**config.mk**
```make
export PLATFORM = sky130hd
export DESIGN_NAME = fetch_unit_flat
export DESIGN_NICKNAME = d
export VERILOG_FILES = /design/src/rtl/fetch_pkg.sv /design/src/rtl/fetch_if.sv /design/src/rtl/fetch_hold_buf.sv /design/src/rtl/fetch_unit.sv /design/src/flat_wrapper.sv
export SDC_FILE = /design/constraint.sdc
export NUM_CORES = 1
export LEC_CHECK = 0
export CAP_MARGIN = 40
export CORE_ASPECT_RATIO = 0.75
export CORE_MARGIN = 3
export CORE_UTILIZATION = 40
export DETAILED_ROUTE_END_ITERATION = 7
export HOLD_SLACK_MARGIN = 0.12
export PLACE_DENSITY = 0.71
export SETUP_SLACK_MARGIN = 0.3
export SLEW_MARGIN = 20
export SYNTH_ARGS = -nofsm -noshare
export SYNTH_HDL_FRONTEND = slang
export SYNTH_SLANG_ARGS = --single-unit
```
**constraint.sdc**
```tcl
create_clock -name clk -period 1.9 [get_ports clk]
set_clock_uncertainty 0.15 [all_clocks]
set_input_delay 0.285 -clock clk [delete_from_list [all_inputs] [get_ports clk]]
set_output_delay 0.285 -clock clk [all_outputs]
set_load 0.01 [all_outputs]
```
**src/rtl/fetch_pkg.sv**
```systemverilog
// Shared types and constants for the instruction fetch front-end.
package fetch_pkg;

    // Bubble instruction: addi x0, x0, 0
    localparam logic [31:0] NOP_INSTR = 32'h0000_0013;
    localparam logic [31:0] RESET_PC  = 32'h0000_0000;

    typedef enum logic [1:0] {
        REQ,
        WAIT,
        HOLD,
        DRAIN
    } fetch_state_t;

endpackage

```
**src/rtl/fetch_if.sv**
```systemverilog
// Instruction-memory request/response bus (req/gnt/rvalid, one outstanding).
interface fetch_if #(
    parameter int unsigned XLEN = 32
);
    logic            req;
    logic [XLEN-1:0] addr;
    logic            gnt;
    logic            rvalid;
    logic [XLEN-1:0] rdata;

    modport master (
        output req,
        output addr,
        input  gnt,
        input  rvalid,
        input  rdata
    );

    modport slave (
        input  req,
        input  addr,
        output gnt,
        output rvalid,
        output rdata
    );
endinterface

```
**src/rtl/fetch_hold_buf.sv**
```systemverilog
// One-entry buffer that parks a fetched {pc, instr} while IF/ID is stalled.
module fetch_hold_buf #(
    parameter int unsigned XLEN = 32
) (
    input  logic            clk,
    input  logic            rst,
    input  logic            load,
    input  logic            clear,
    input  logic [XLEN-1:0] in_pc,
    input  logic [XLEN-1:0] in_instr,
    output logic            valid,
    output logic [XLEN-1:0] pc,
    output logic [XLEN-1:0] instr
);
    logic            valid_q;
    logic [XLEN-1:0] pc_q;
    logic [XLEN-1:0] instr_q;

    // Load captures a new entry; clear empties it (the two never coincide).
    always_ff @(posedge clk) begin
        if (rst) begin
            valid_q <= 1'b0;
            pc_q    <= '0;
            instr_q <= '0;
        end else if (load) begin
            valid_q <= 1'b1;
            pc_q    <= in_pc;
            instr_q <= in_instr;
        end else if (clear) begin
            valid_q <= 1'b0;
        end
    end

    assign valid = valid_q;
    assign pc    = pc_q;
    assign instr = instr_q;
endmodule

```
**src/rtl/fetch_unit.sv**
```systemverilog
// Fetch stage: owns the PC and the IF/ID register, issues imem requests,
// handles stall (via hold buffer) and flush (redirect + drain stale response).
module fetch_unit #(
    parameter int unsigned     XLEN      = 32,
    parameter logic [XLEN-1:0] RESET_PC  = fetch_pkg::RESET_PC,
    parameter logic [XLEN-1:0] NOP_INSTR = fetch_pkg::NOP_INSTR
) (
    input  logic            clk,
    input  logic            rst,
    input  logic [XLEN-1:0] next_pc,
    input  logic            flush,
    input  logic            stall,
    output logic [XLEN-1:0] pc_plus4,
    output logic [XLEN-1:0] fetch_pc,
    fetch_if.master         imem,
    output logic            if_id_valid,
    output logic [XLEN-1:0] if_id_pc,
    output logic [XLEN-1:0] if_id_instr
);
    import fetch_pkg::*;

    fetch_state_t    state_q, state_d;
    logic [XLEN-1:0] pc_q, pc_d;
    logic            ifid_valid_q, ifid_valid_d;
    logic [XLEN-1:0] ifid_pc_q, ifid_pc_d;
    logic [XLEN-1:0] ifid_instr_q, ifid_instr_d;

    logic            buf_load, buf_clear, buf_valid;
    logic [XLEN-1:0] buf_pc, buf_instr;
    logic            deliver;
    logic [XLEN-1:0] deliver_pc, deliver_instr;

    fetch_hold_buf #(
        .XLEN (XLEN)
    ) u_hold_buf (
        .clk      (clk),
        .rst      (rst),
        .load     (buf_load),
        .clear    (buf_clear),
        .in_pc    (pc_q),
        .in_instr (imem.rdata),
        .valid    (buf_valid),
        .pc       (buf_pc),
        .instr    (buf_instr)
    );

    // Next-state, PC and IF/ID update; flush > stall > load > bubble.
    always_comb begin
        state_d       = state_q;
        pc_d          = pc_q;
        buf_load      = 1'b0;
        buf_clear     = 1'b0;
        deliver       = 1'b0;
        deliver_pc    = pc_q;
        deliver_instr = imem.rdata;

        unique case (state_q)
            REQ: begin
                // A granted request that is flushed still gets a response to discard.
                if (imem.gnt) state_d = flush ? DRAIN : WAIT;
            end
            WAIT: begin
                if (flush) begin
                    state_d = imem.rvalid ? REQ : DRAIN;
                end else if (imem.rvalid) begin
                    if (stall) begin
                        buf_load = 1'b1;
                        state_d  = HOLD;
                    end else begin
                        deliver = 1'b1;
                        state_d = REQ;
                    end
                end
            end
            HOLD: begin
                if (flush) begin
                    buf_clear = 1'b1;
                    state_d   = REQ;
                end else if (!stall && buf_valid) begin
                    deliver       = 1'b1;
                    deliver_pc    = buf_pc;
                    deliver_instr = buf_instr;
                    buf_clear     = 1'b1;
                    state_d       = REQ;
                end
            end
            DRAIN: begin
                if (imem.rvalid) state_d = REQ;
            end
            default: state_d = REQ;
        endcase

        if (flush || deliver) pc_d = next_pc;

        ifid_valid_d = ifid_valid_q;
        ifid_pc_d    = ifid_pc_q;
        ifid_instr_d = ifid_instr_q;
        if (flush) begin
            ifid_valid_d = 1'b0;
            ifid_instr_d = NOP_INSTR;
        end else if (!stall) begin
            if (deliver) begin
                ifid_valid_d = 1'b1;
                ifid_pc_d    = deliver_pc;
                ifid_instr_d = deliver_instr;
            end else begin
                ifid_valid_d = 1'b0;
                ifid_instr_d = NOP_INSTR;
            end
        end
    end

    // State, PC and IF/ID registers with synchronous reset.
    always_ff @(posedge clk) begin
        if (rst) begin
            state_q      <= REQ;
            pc_q         <= RESET_PC;
            ifid_valid_q <= 1'b0;
            ifid_pc_q    <= '0;
            ifid_instr_q <= NOP_INSTR;
        end else begin
            state_q      <= state_d;
            pc_q         <= pc_d;
            ifid_valid_q <= ifid_valid_d;
            ifid_pc_q    <= ifid_pc_d;
            ifid_instr_q <= ifid_instr_d;
        end
    end

    assign imem.req    = (state_q == REQ) && !rst;
    assign imem.addr   = pc_q;
    assign fetch_pc    = pc_q;
    assign pc_plus4    = pc_q + XLEN'(4);
    assign if_id_valid = ifid_valid_q;
    assign if_id_pc    = ifid_pc_q;
    assign if_id_instr = ifid_instr_q;
endmodule

```
**src/flat_wrapper.sv**
```systemverilog
// flat-port wrapper written by rule: the top's interface ports become plain ports
module fetch_unit_flat import fetch_pkg::*;
#(
    parameter int unsigned     XLEN      = 32,
    parameter logic [XLEN-1:0] RESET_PC  = fetch_pkg::RESET_PC,
    parameter logic [XLEN-1:0] NOP_INSTR = fetch_pkg::NOP_INSTR
)
  (clk, rst, next_pc, flush, stall, pc_plus4, fetch_pc, if_id_valid, if_id_pc, if_id_instr, imem_req, imem_addr, imem_gnt, imem_rvalid, imem_rdata);
  fetch_if #(.XLEN(XLEN)) imem_i ();
  input  logic clk;
  input  logic rst;
  input  logic [XLEN-1:0] next_pc;
  input  logic flush;
  input  logic stall;
  output logic [XLEN-1:0] pc_plus4;
  output logic [XLEN-1:0] fetch_pc;
  output logic if_id_valid;
  output logic [XLEN-1:0] if_id_pc;
  output logic [XLEN-1:0] if_id_instr;
  output wire logic [$bits(imem_i.req)-1:0] imem_req;
  output wire logic [$bits(imem_i.addr)-1:0] imem_addr;
  input wire logic [$bits(imem_i.gnt)-1:0] imem_gnt;
  input wire logic [$bits(imem_i.rvalid)-1:0] imem_rvalid;
  input wire logic [$bits(imem_i.rdata)-1:0] imem_rdata;
  assign imem_req = imem_i.req;
  assign imem_addr = imem_i.addr;
  assign imem_i.gnt = imem_gnt;
  assign imem_i.rvalid = imem_rvalid;
  assign imem_i.rdata = imem_rdata;
  fetch_unit #(.XLEN(XLEN), .RESET_PC(RESET_PC), .NOP_INSTR(NOP_INSTR)) u_core (.clk(clk), .rst(rst), .next_pc(next_pc), .flush(flush), .stall(stall), .pc_plus4(pc_plus4), .fetch_pc(fetch_pc), .imem(imem_i), .if_id_valid(if_id_valid), .if_id_pc(if_id_pc), .if_id_instr(if_id_instr));
endmodule
```
==> results of run 1 <==
worst min-delay path: stages:
cell and delay, ns:
buf_2 0.13, buf_4 0.16, a22oi_2 0.08, nor2_1 0.11
registers in the layout, summed over array words and instances (netlist names):
register                 count
u_core.fetch_pc             32
u_core.if_id_instr          32
u_core.if_id_pc             32
u_core.u_hold_buf.instr     32
u_core.u_hold_buf.pc        32
u_core.state_q               2
u_core.if_id_valid           1
u_core.u_hold_buf.valid      1
worst paths after layout:
kind,cells past startpoint,from,slack (ns),end
max,7,u_core.fetch_pc[10],-0.64,pc_plus4[31]
min,4,stall,0.22,u_core.if_id_instr[2]
max reg2reg,10,u_core.state_q[0],-0.21,u_core.if_id_instr[1]
min reg2reg,2,u_core.u_hold_buf.pc[31],0.31,u_core.u_hold_buf.pc[31]
routing by layer:
layer / track usage [%] / wire [µm] / part of all wire, % / vias to the layer above
met3: 6.90 / 2650 / 7.8 / 79
met1: 38.9 / 13900 / 41 / 3985
met2: 47.8 / 16400 / 48 / 455
met5: 0 / 0 / 0 / -
met4: 9.67 / 962 / 2.8 / 0
li1: - / - / - / 3578
area by class of cell:
type | instances | area [µm²]
multi-input combinational | 561 | 5260
fill | 918 | 3140
inverter | 9 | 41.3
clock inverter | 13 | 123
sequential | 164 | 3340
clock buffer | 19 | 454
tap | 242 | 303
timing repair buffer | 450 | 5210
power breakdown:
group / leakage [µW] / internal, µW / switching [µW]
Clock: 0.000277 / 1900 / 1560
Combinational: 0.00470 / 1720 / 1440
Sequential: 0.00134 / 3620 / 176
Total: 0.00632 / 7240 / 3180
synth_stat cells (2+ instances only):
cell         n
mux2_2      29
nor3_2       3
nor2_1     104
a21oi_1     68
xnor2_1     25
clkbuf_1    25
xor2_1       3
nor2b_1      3
inv_1        9
nand2_1    143
or3_1        2
mux2i_1     67
or2_2        2
and4_1       3
ha_1         6
buf_2       31
buf_6        4
a22oi_1     29
a211oi_1    32
dfxtp_1    164
o2bb2ai_1    3
nand4_1      8
and3_1       3
buf_4       39
nor3_1       3
nand3_1     10
metrics by stage:
stage	total power, µW	setup TNS (ns)	util (%)	instances
after global placement	5700	-24.16	59.5	1286
after CTS	9920	-14.04	76.3	1407
after floorplan	4880	-0.211	-	833
after global routing	10700	-30.32	82.4	1458
final	10400	-22.81	82.4	1458
after detailed placement	5720	-21.87	59.5	1286
repair_timing:
action	in CTS	in global routing
pin swaps	187	82
setup buffers	56	46
cloned	33	5
hold buffers	0	0
gates resized for setup	694	211
setup endpoints to repair	326	261
logic make-up after synthesis:
kind of cell / count (synthesis) / synth area share (%)
DFF: 164 / 44.6
and+or+nand+nor: 291 / 16.9
xor gates and xnor gates: 28 / 3.33
AOI/OAI and AO/OA: 140 / 12.2
muxes: 96 / 13.5
adders and majority gates: 6 / 1.02
buffers and inverters: 108 / 8.43
==> results_dict.tcl, run 1 <==
set metrics [dict create \
    io_buffer_count 231 \
    slowest_delay_ns 0.37 \
    rsz0062_at_grt "true" \
    slowest_stage "nor4_4" \
    antenna_found_initial 0 \
    worst-endpoint-required_ns 1.46 \
    clockBufferDepth 2 \
    core_area_um2 17900 \
    ant_nets 0 \
    synth_enable_flop_cells 0 \
    avgSynthCellArea_um2 8.84 \
    synth.area.top_cells "dfxtp_1 45%, mux2i_1 9.1%, nand2_1 7.3%, nor2_1 5.3%, a21oi_1 4.6%" \
    synth_area_leader_cell "dfxtp_1" \
    finalHoldViolations 0 \
    status "finished with violations" \
    grt_pass1_vias 7810 \
    layout_setup_ws_ns -0.637 \
    cts_tree "done" \
    vias 8097 \
    cts-root-buf "clkbuf_16" \
    hp-class "in2reg" \
    ys_seq_area_share_pct 44.6 \
    max_freq_mhz 394 \
    p_per_area_nw_per_um2 708 \
    cts_buffers 17 \
    dieWidth_um 163 \
    slew_violations 0 \
    ir_worst_vdd_mv 0.671 \
    area_delta_synth_final_pct 100 \
    synth_flop_cell "dfxtp_1" \
    p_leak_uw 0.00632 \
    cts_htree_levels 4 \
    post-place-ws_ns -0.511 \
    ys_types 41 \
    critPathKind "reg2out" \
    drt-total-wl_mm 33.9 \
    wl_per_cell_um 23.2 \
    final_common_cell "dfxtp_1" \
    overflow 0 \
    crit_chain "nand4_4 -> nor4_4 -> buf_4 -> buf_6 -> nand4_1 -> xnor2_2 -> buf_2" \
    grt_max_degree 107 \
    dpl_cell_area_um2 10600 \
    cp-end-kind "primary output" \
    insertion_delay_ns 0.44 \
    synth_top_area_share_pct 44.6 \
    syn_nets 909 \
    drcViolationCount 0 \
    ys_ff_latch 164 \
    worst-path-buf-inv 3 \
    drive_gt1_share_pct 57.2 \
    final_cell_area_um2 14700 \
    maxCapViolCount 0 \
    max-slew-margin-rel_pct 55.5 \
    layout_common_cells "134 x dfxtp_1, 85 x buf_6, 73 x nand2_1" \
    crit_arrival_ns 2.10 \
    viasPerCell 5.55 \
    async_flop_share_pct 0 \
    fp.dieH_um 124 \
    io_pins 232 \
    dr.pass1.iters 7 \
    clk_pin_slew_ns 0.07 \
    die_area_um2 20100 \
    yosysWarnings 0 \
    grt.total_usage_pct 29.4 \
    hpwl_mm 14.5 \
    drt_iter0_markers 657 \
    post-route-period-util_pct 134 \
    row_count 42 \
    worstMarginPinSlew_ns 0.668 \
    place.gp.congestion 0.773 \
    fin_crit_ns 2.54 \
    netlist_instances 833 \
    start_kind "register" \
    syn_area_um2 7360 \
    worst_path_dominant_cell_family "simple AND/OR/NAND/NOR gates" \
    numClockSinks 164 \
    setup_viol 143 \
    critical_path.max_fanout 2 \
    grt_pass1_wl_mm 45.2 \
    finalNetCount 1279 \
    failed_checks "negative setup slack" \
    num_antenna_cells 0 \
    initial_core_util_pct 41.2 \
    hold_ws_ns 0.224 \
]
Note: power is estimated with default switching activity, not from simulation.
==> inputs of run 2 (changes only) <==
Settings changed: SETUP_SLACK_MARGIN 0.3 to 0.2.
==> run 2 against run 1 <==
  * The flow still finishes with violations (negative setup slack)
  * Non-clock buffer count down 21
  * Power up 5.2%
  * Sequential power about the same
  * Highest routed layer unchanged
==> results_dict.tcl, run 2 (synthesis gave the netlist of run 1 again) <==
set metrics [dict create \
    dieWidth_um 163 \
    antenna_found_initial 0 \
    core_area_um2 17900 \
    insertion_delay_ns 0.44 \
    drt-total-wl_mm 35.7 \
    total_power_uw 11000 \
    ant_nets 0 \
    setup_viol 159 \
    fin_crit_ns 2.43 \
    initial_core_util_pct 41.2 \
    p_per_area_nw_per_um2 746 \
    grt_pass1_vias 8000 \
    utilization_pct 82.3 \
    cts-root-buf "clkbuf_16" \
    fp.dieH_um 124 \
    rrSetupSlack_ns -0.21 \
    hp-class "in2reg" \
    slowest_delay_ns 0.37 \
    layout_common_cells "143 x dfxtp_1, 118 x dlygate4sd2_1, 74 x nor2_1, 74 x nand2_4, 67 x clkdlybuf4s50_1" \
    start_kind "register" \
    dr.pass1.iters 5 \
    vias 8076 \
    max_freq_mhz 411 \
    p_switching_uw 3190 \
    final_common_cell "dfxtp_1" \
    critPathKind "reg2out" \
    dpl_cell_area_um2 10600 \
    viasPerCell 5.62 \
    failed_checks "negative setup slack" \
    hpwl_mm 14.8 \
    cpMostUsedCell "and4_1" \
    stdcell_count 1436 \
    grt_max_degree 88 \
    placedCellCount 1291 \
    ir_worst_vdd_mv 0.565 \
    die_area_um2 20100 \
    worst-path-buf-inv 1 \
    io_buffer_count 231 \
    grt_pass1_wl_mm 46.9 \
    drive_gt1_share_pct 51.8 \
    worst-endpoint-required_ns 1.46 \
    rsz0062_at_grt "true" \
    io_pins 232 \
    slowest_stage "dfxtp_1" \
    max-slew-margin-rel_pct 56.7 \
    slew_violations 0 \
    finalNetCount 1258 \
    p_seq_share_pct 34.7 \
    crit_chain "and4_1 -> and4_1 -> nand4_1 -> xnor2_2 -> buf_2" \
    clockBufferDepth 2 \
    cts_buffers 17 \
    drt_iter0_markers 682 \
    p_int_uw 7770 \
    worst_path_dominant_cell_family "simple AND/OR/NAND/NOR gates" \
    clk_pin_slew_ns 0.07 \
    crit_arrival_ns 2.00 \
    layout_setup_ws_ns -0.531 \
    status "finished with violations" \
    wl_per_cell_um 24.9 \
    worstMarginPinSlew_ns 0.650 \
    place.gp.congestion 0.769 \
    overflow 0 \
    area_delta_synth_final_pct 99.6 \
    critical_path.max_fanout 2 \
    drcViolationCount 0 \
    cts_tree "done" \
    switching_share_pct 29.1 \
    p_leak_uw 0.00649 \
    grt.total_usage_pct 30.9 \
    numClockSinks 164 \
    final_cell_area_um2 14700 \
    row_count 42 \
    maxCapViolCount 0 \
    power.share.clock_pct 37.2 \
    num_antenna_cells 0 \
    post-route-period-util_pct 128 \
    post-place-ws_ns -0.430 \
    finalHoldViolations 0 \
    cts_htree_levels 4 \
    p_comb_share_pct 28.2 \
    cp-end-kind "primary output" \
]
==> run 2: cell types whose count changed in the layout (fill, tap and decap cells not counted), moves of 8 or more <==
| cell | change |
|---|---|
| nand2_1 | -13 |
| nor2_1 | +9 |
| dfxtp_1 | +9 |
| dfxtp_2 | -9 |
| a21oi_2 | +24 |
| mux2i_4 | -8 |
| buf_6 | -33 |
| mux2i_1 | +11 |
| nand2_2 | -19 |
| dlygate4sd2_1 | +54 |
| clkdlybuf4s15_2 | -23 |
| clkbuf_2 | -13 |
| nand2_4 | +32 |
| a21oi_1 | -23 |
==> run 2: path summary, 6_finish.rpt <==
check	from	to	cells past startpoint
max	u_core.fetch_pc[25]	pc_plus4[31]	5
min	next_pc[0]	u_core.fetch_pc[0]	3
max reg2reg	u_core.state_q[0]	u_core.if_id_instr[14]	9
min reg2reg	u_core.u_hold_buf.pc[15]	u_core.u_hold_buf.pc[15]	2
==> run 2: metrics by stage <==
stage | hold WS (ns) | setup TNS (ns)
after floorplan | 0.271 | -0.211
after global placement | 0.289 | -25.18
after detailed placement | 0.296 | -27.41
after CTS | 0.230 | -10.97
after global routing | 0.311 | -28.08
final | 0.297 | -20.97
==> run 2: area by class of cell <==
cell class | instances | area (µm²)
sequential | 164 | 3320
multi-input combinational | 561 | 5360
clock inverter | 11 | 220
tap | 242 | 303
fill | 968 | 3170
timing repair buffer | 429 | 4990
clock buffer | 20 | 458
inverter | 9 | 43.8
==> run 2: power groups by stage <==
stage,Clock (µW),Combinational (µW),Sequential (µW)
2_1_floorplan,0,987,3880
3_3_place_gp,0,1900,3810
3_5_place_dp,0,1910,3810
4_1_cts,4020,2550,3760
5_1_grt,4200,3220,3810
6_report,4080,3090,3800
==> run 2: per-layer routing <==
layer  track usage [%]  routed length (µm)
met5                 0                   0
met4              11.1                1200
met3              8.31                2910
met2              50.5               17600
met1              39.6               14100
==> run 2: worst register-to-register path: stages, from the launching register on <==
cell and delay (ns):
dfxtp_4 0.40, inv_6 0.06, ha_4 0.17, a22o_4 0.27
and4bb_4 0.28, buf_6 0.15, buf_12 0.14, buf_8 0.13
a22oi_2 0.20, nor2_1 0.07
==> run 2: timing repair <==
action,in CTS,in global routing
buffers inserted,49,24
gates resized for setup,542,229
setup endpoints to repair,324,216
gates cloned,37,2
pin swaps,134,131
hold buffers,2,0
hold endpoints to repair,4,0
==> inputs of run 3 (changes only) <==
Settings changed: DONT_BUFFER_PORTS set to 1, PLACE_DENSITY 0.71 to 0.54.
==> run 3 against run 2 <==
  * The run ends with negative hold slack, negative setup slack left
  * Cell count fell by 18%
  * Combinational power fell by 23%
  * Design area fell by 16%
  * Setup slack improved by 0.086 ns
  * Clock power fell by 14%
  * Sequential power barely moved
  * Critical path type unchanged
  * Highest routed layer unchanged
==> results_dict.tcl, run 3 (synthesis gave the netlist of run 1 again) <==
set metrics [dict create \
    multiInputGateArea_um2 5500 \
    grt_max_degree 135 \
    grt_pass1_wl_mm 35.8 \
    p_leak_uw 0.00520 \
    post-route-period-util_pct 123 \
    layout_common_cells "147 x dfxtp_1, 71 x nand2_1, 66 x nor2_1" \
    insertion_delay_ns 0.42 \
    maxCapViolCount 0 \
    r2r-start "u_core.state_q[0]" \
    dr.pass1.iters 6 \
    numClockSinks 164 \
    row_count 42 \
    cpMostUsedCell "nand4_1" \
    wl_met3_mm 1.95 \
    whs_endpoint "u_core.u_hold_buf.instr[12]" \
    setup_viol 126 \
    io_buffer_count 0 \
    ir_worst_vdd_mv 0.662 \
    post-place-ws_ns -0.0497 \
    failed_checks "negative hold slack, negative setup slack" \
    r2r_end "u_core.fetch_pc[28]" \
    drt_iter0_markers 445 \
    worstHoldStart "rst" \
    top_layer "met4" \
    p_per_area_nw_per_um2 790 \
    drcViolationCount 0 \
    fp.dieH_um 124 \
    worst-endpoint-required_ns 1.46 \
    rrSetupSlack_ns -0.10 \
    core_area_um2 17900 \
    slowest_stage "dfxtp_2" \
    drive_gt1_share_pct 57.2 \
    slew_violations 0 \
    dieWidth_um 163 \
    regArea_um2 3320 \
    die_area_um2 20100 \
    finalHoldViolations 105 \
    max_freq_mhz 426 \
    cts-root-buf "clkbuf_16" \
    rsz0062_at_grt "true" \
    hold_path_depth 1 \
    clk_pin_slew_ns 0.07 \
    final_common_cell "dfxtp_1" \
    num_antenna_cells 0 \
    cts_tree "done" \
    hpwl_mm 13.4 \
    drt-total-wl_mm 27.8 \
    io_pins 232 \
    wl_per_cell_um 23.5 \
    viasPerCell 5.61 \
    hp-class "in2reg" \
    cp-end-kind "primary output" \
    place.gp.congestion 0.787 \
    cts_buffers 17 \
    grt.total_usage_pct 22.9 \
    area_delta_synth_final_pct 66.8 \
    critical_path.max_fanout 8 \
    fillers 1246 \
    layout_setup_ws_ns -0.445 \
    vias 6642 \
    route.met2.wl_mm 13.3 \
    clockBufferDepth 2 \
    overflow 0 \
    fin_crit_ns 2.34 \
    ctsHoldBuffers 32 \
    slowest_delay_ns 0.34 \
    worstMarginPinSlew_ns 0.665 \
    wl_met1_mm 12.3 \
    utilization_pct 68.7 \
    cts_htree_levels 4 \
    reg2reg_depth 9 \
    grt_pass1_vias 6303 \
    crit_arrival_ns 1.91 \
    ant_nets 0 \
    max-slew-margin-rel_pct 55.7 \
    initial_core_util_pct 41.2 \
    start_kind "register" \
    finalSetupTns_ns -11.99 \
    antenna_found_initial 0 \
    finalNetCount 1004 \
    status "finished with violations" \
    crit_chain "nand4_1 -> buf_6 -> nor3_4 -> buf_12 -> nand4_1 -> xnor2_2" \
    hold_ws_ns -0.219 \
    critPathKind "reg2out" \
]
==> run 3: worst max path at each step <==
stage,startpoint,end,slack [ns],depth (start not counted)
after floorplan,u_core.fetch_pc[5],pc_plus4[16],-0.08,5
after global placement,u_core.fetch_pc[2],pc_plus4[16],-0.008,5
after detailed placement,u_core.fetch_pc[2],pc_plus4[16],-0.05,5
after CTS,u_core.fetch_pc[13],pc_plus4[31],-0.47,5
after global routing,u_core.fetch_pc[5],pc_plus4[31],-0.53,6
final,u_core.fetch_pc[5],pc_plus4[31],-0.44,6
==> run 3: critical path: cells and delay by family, from the launching register on <==
family | cells | cell delay, ns
flops | 1 | 0.34
xor+xnor | 1 | 0.26
buf+inv | 2 | 0.34
simple gates | 3 | 0.54
==> run 3: cell type report <==
type,count,area share (%)
Clock buffer,20,3.89
Clock inverter,12,0.947
Inverter,9,0.357
Multi-Input combinational cell,562,44.8
Sequential cell,164,27.0
Tap cell,242,2.47
Timing Repair Buffer,174,20.5
==> run 3: repair_timing <==
action                     4_1_cts  5_1_grt
setup endpoints to repair      130      191
pin swaps                       59      186
hold endpoints to repair       164      134
cloned                          16       18
gates resized for setup        145      333
buffers inserted                24       29
==> run 3: through the flow <==
step	total power [µW]	cells	area, µm²
6_report	9710	1183	12300
3_3_place_gp	5000	1032	8050
2_1_floorplan	4870	833	7900
5_1_grt	10000	1183	12300
4_1_cts	9120	1136	10300
3_5_place_dp	5050	1032	8050
==> run 3: per-layer routing <==
| layer | up-vias | global-route usage (%) |
|---|---|---|
| met1 | 3354 | 29.6 |
| met5 | - | 0 |
| li1 | 3032 | - |
| met4 | 0 | 5.86 |
| met3 | 25 | 8.10 |
| met2 | 231 | 36.7 |
==> run 3: report_power, final <==
group | internal, µW | total, µW | switching (µW) | leakage (µW)
logic | 1200 | 2390 | 1200 | 0.00358
registers | 3610 | 3800 | 191 | 0.00134
clock network | 1980 | 3510 | 1530 | 0.000289
total | 6780 | 9710 | 2920 | 0.00520
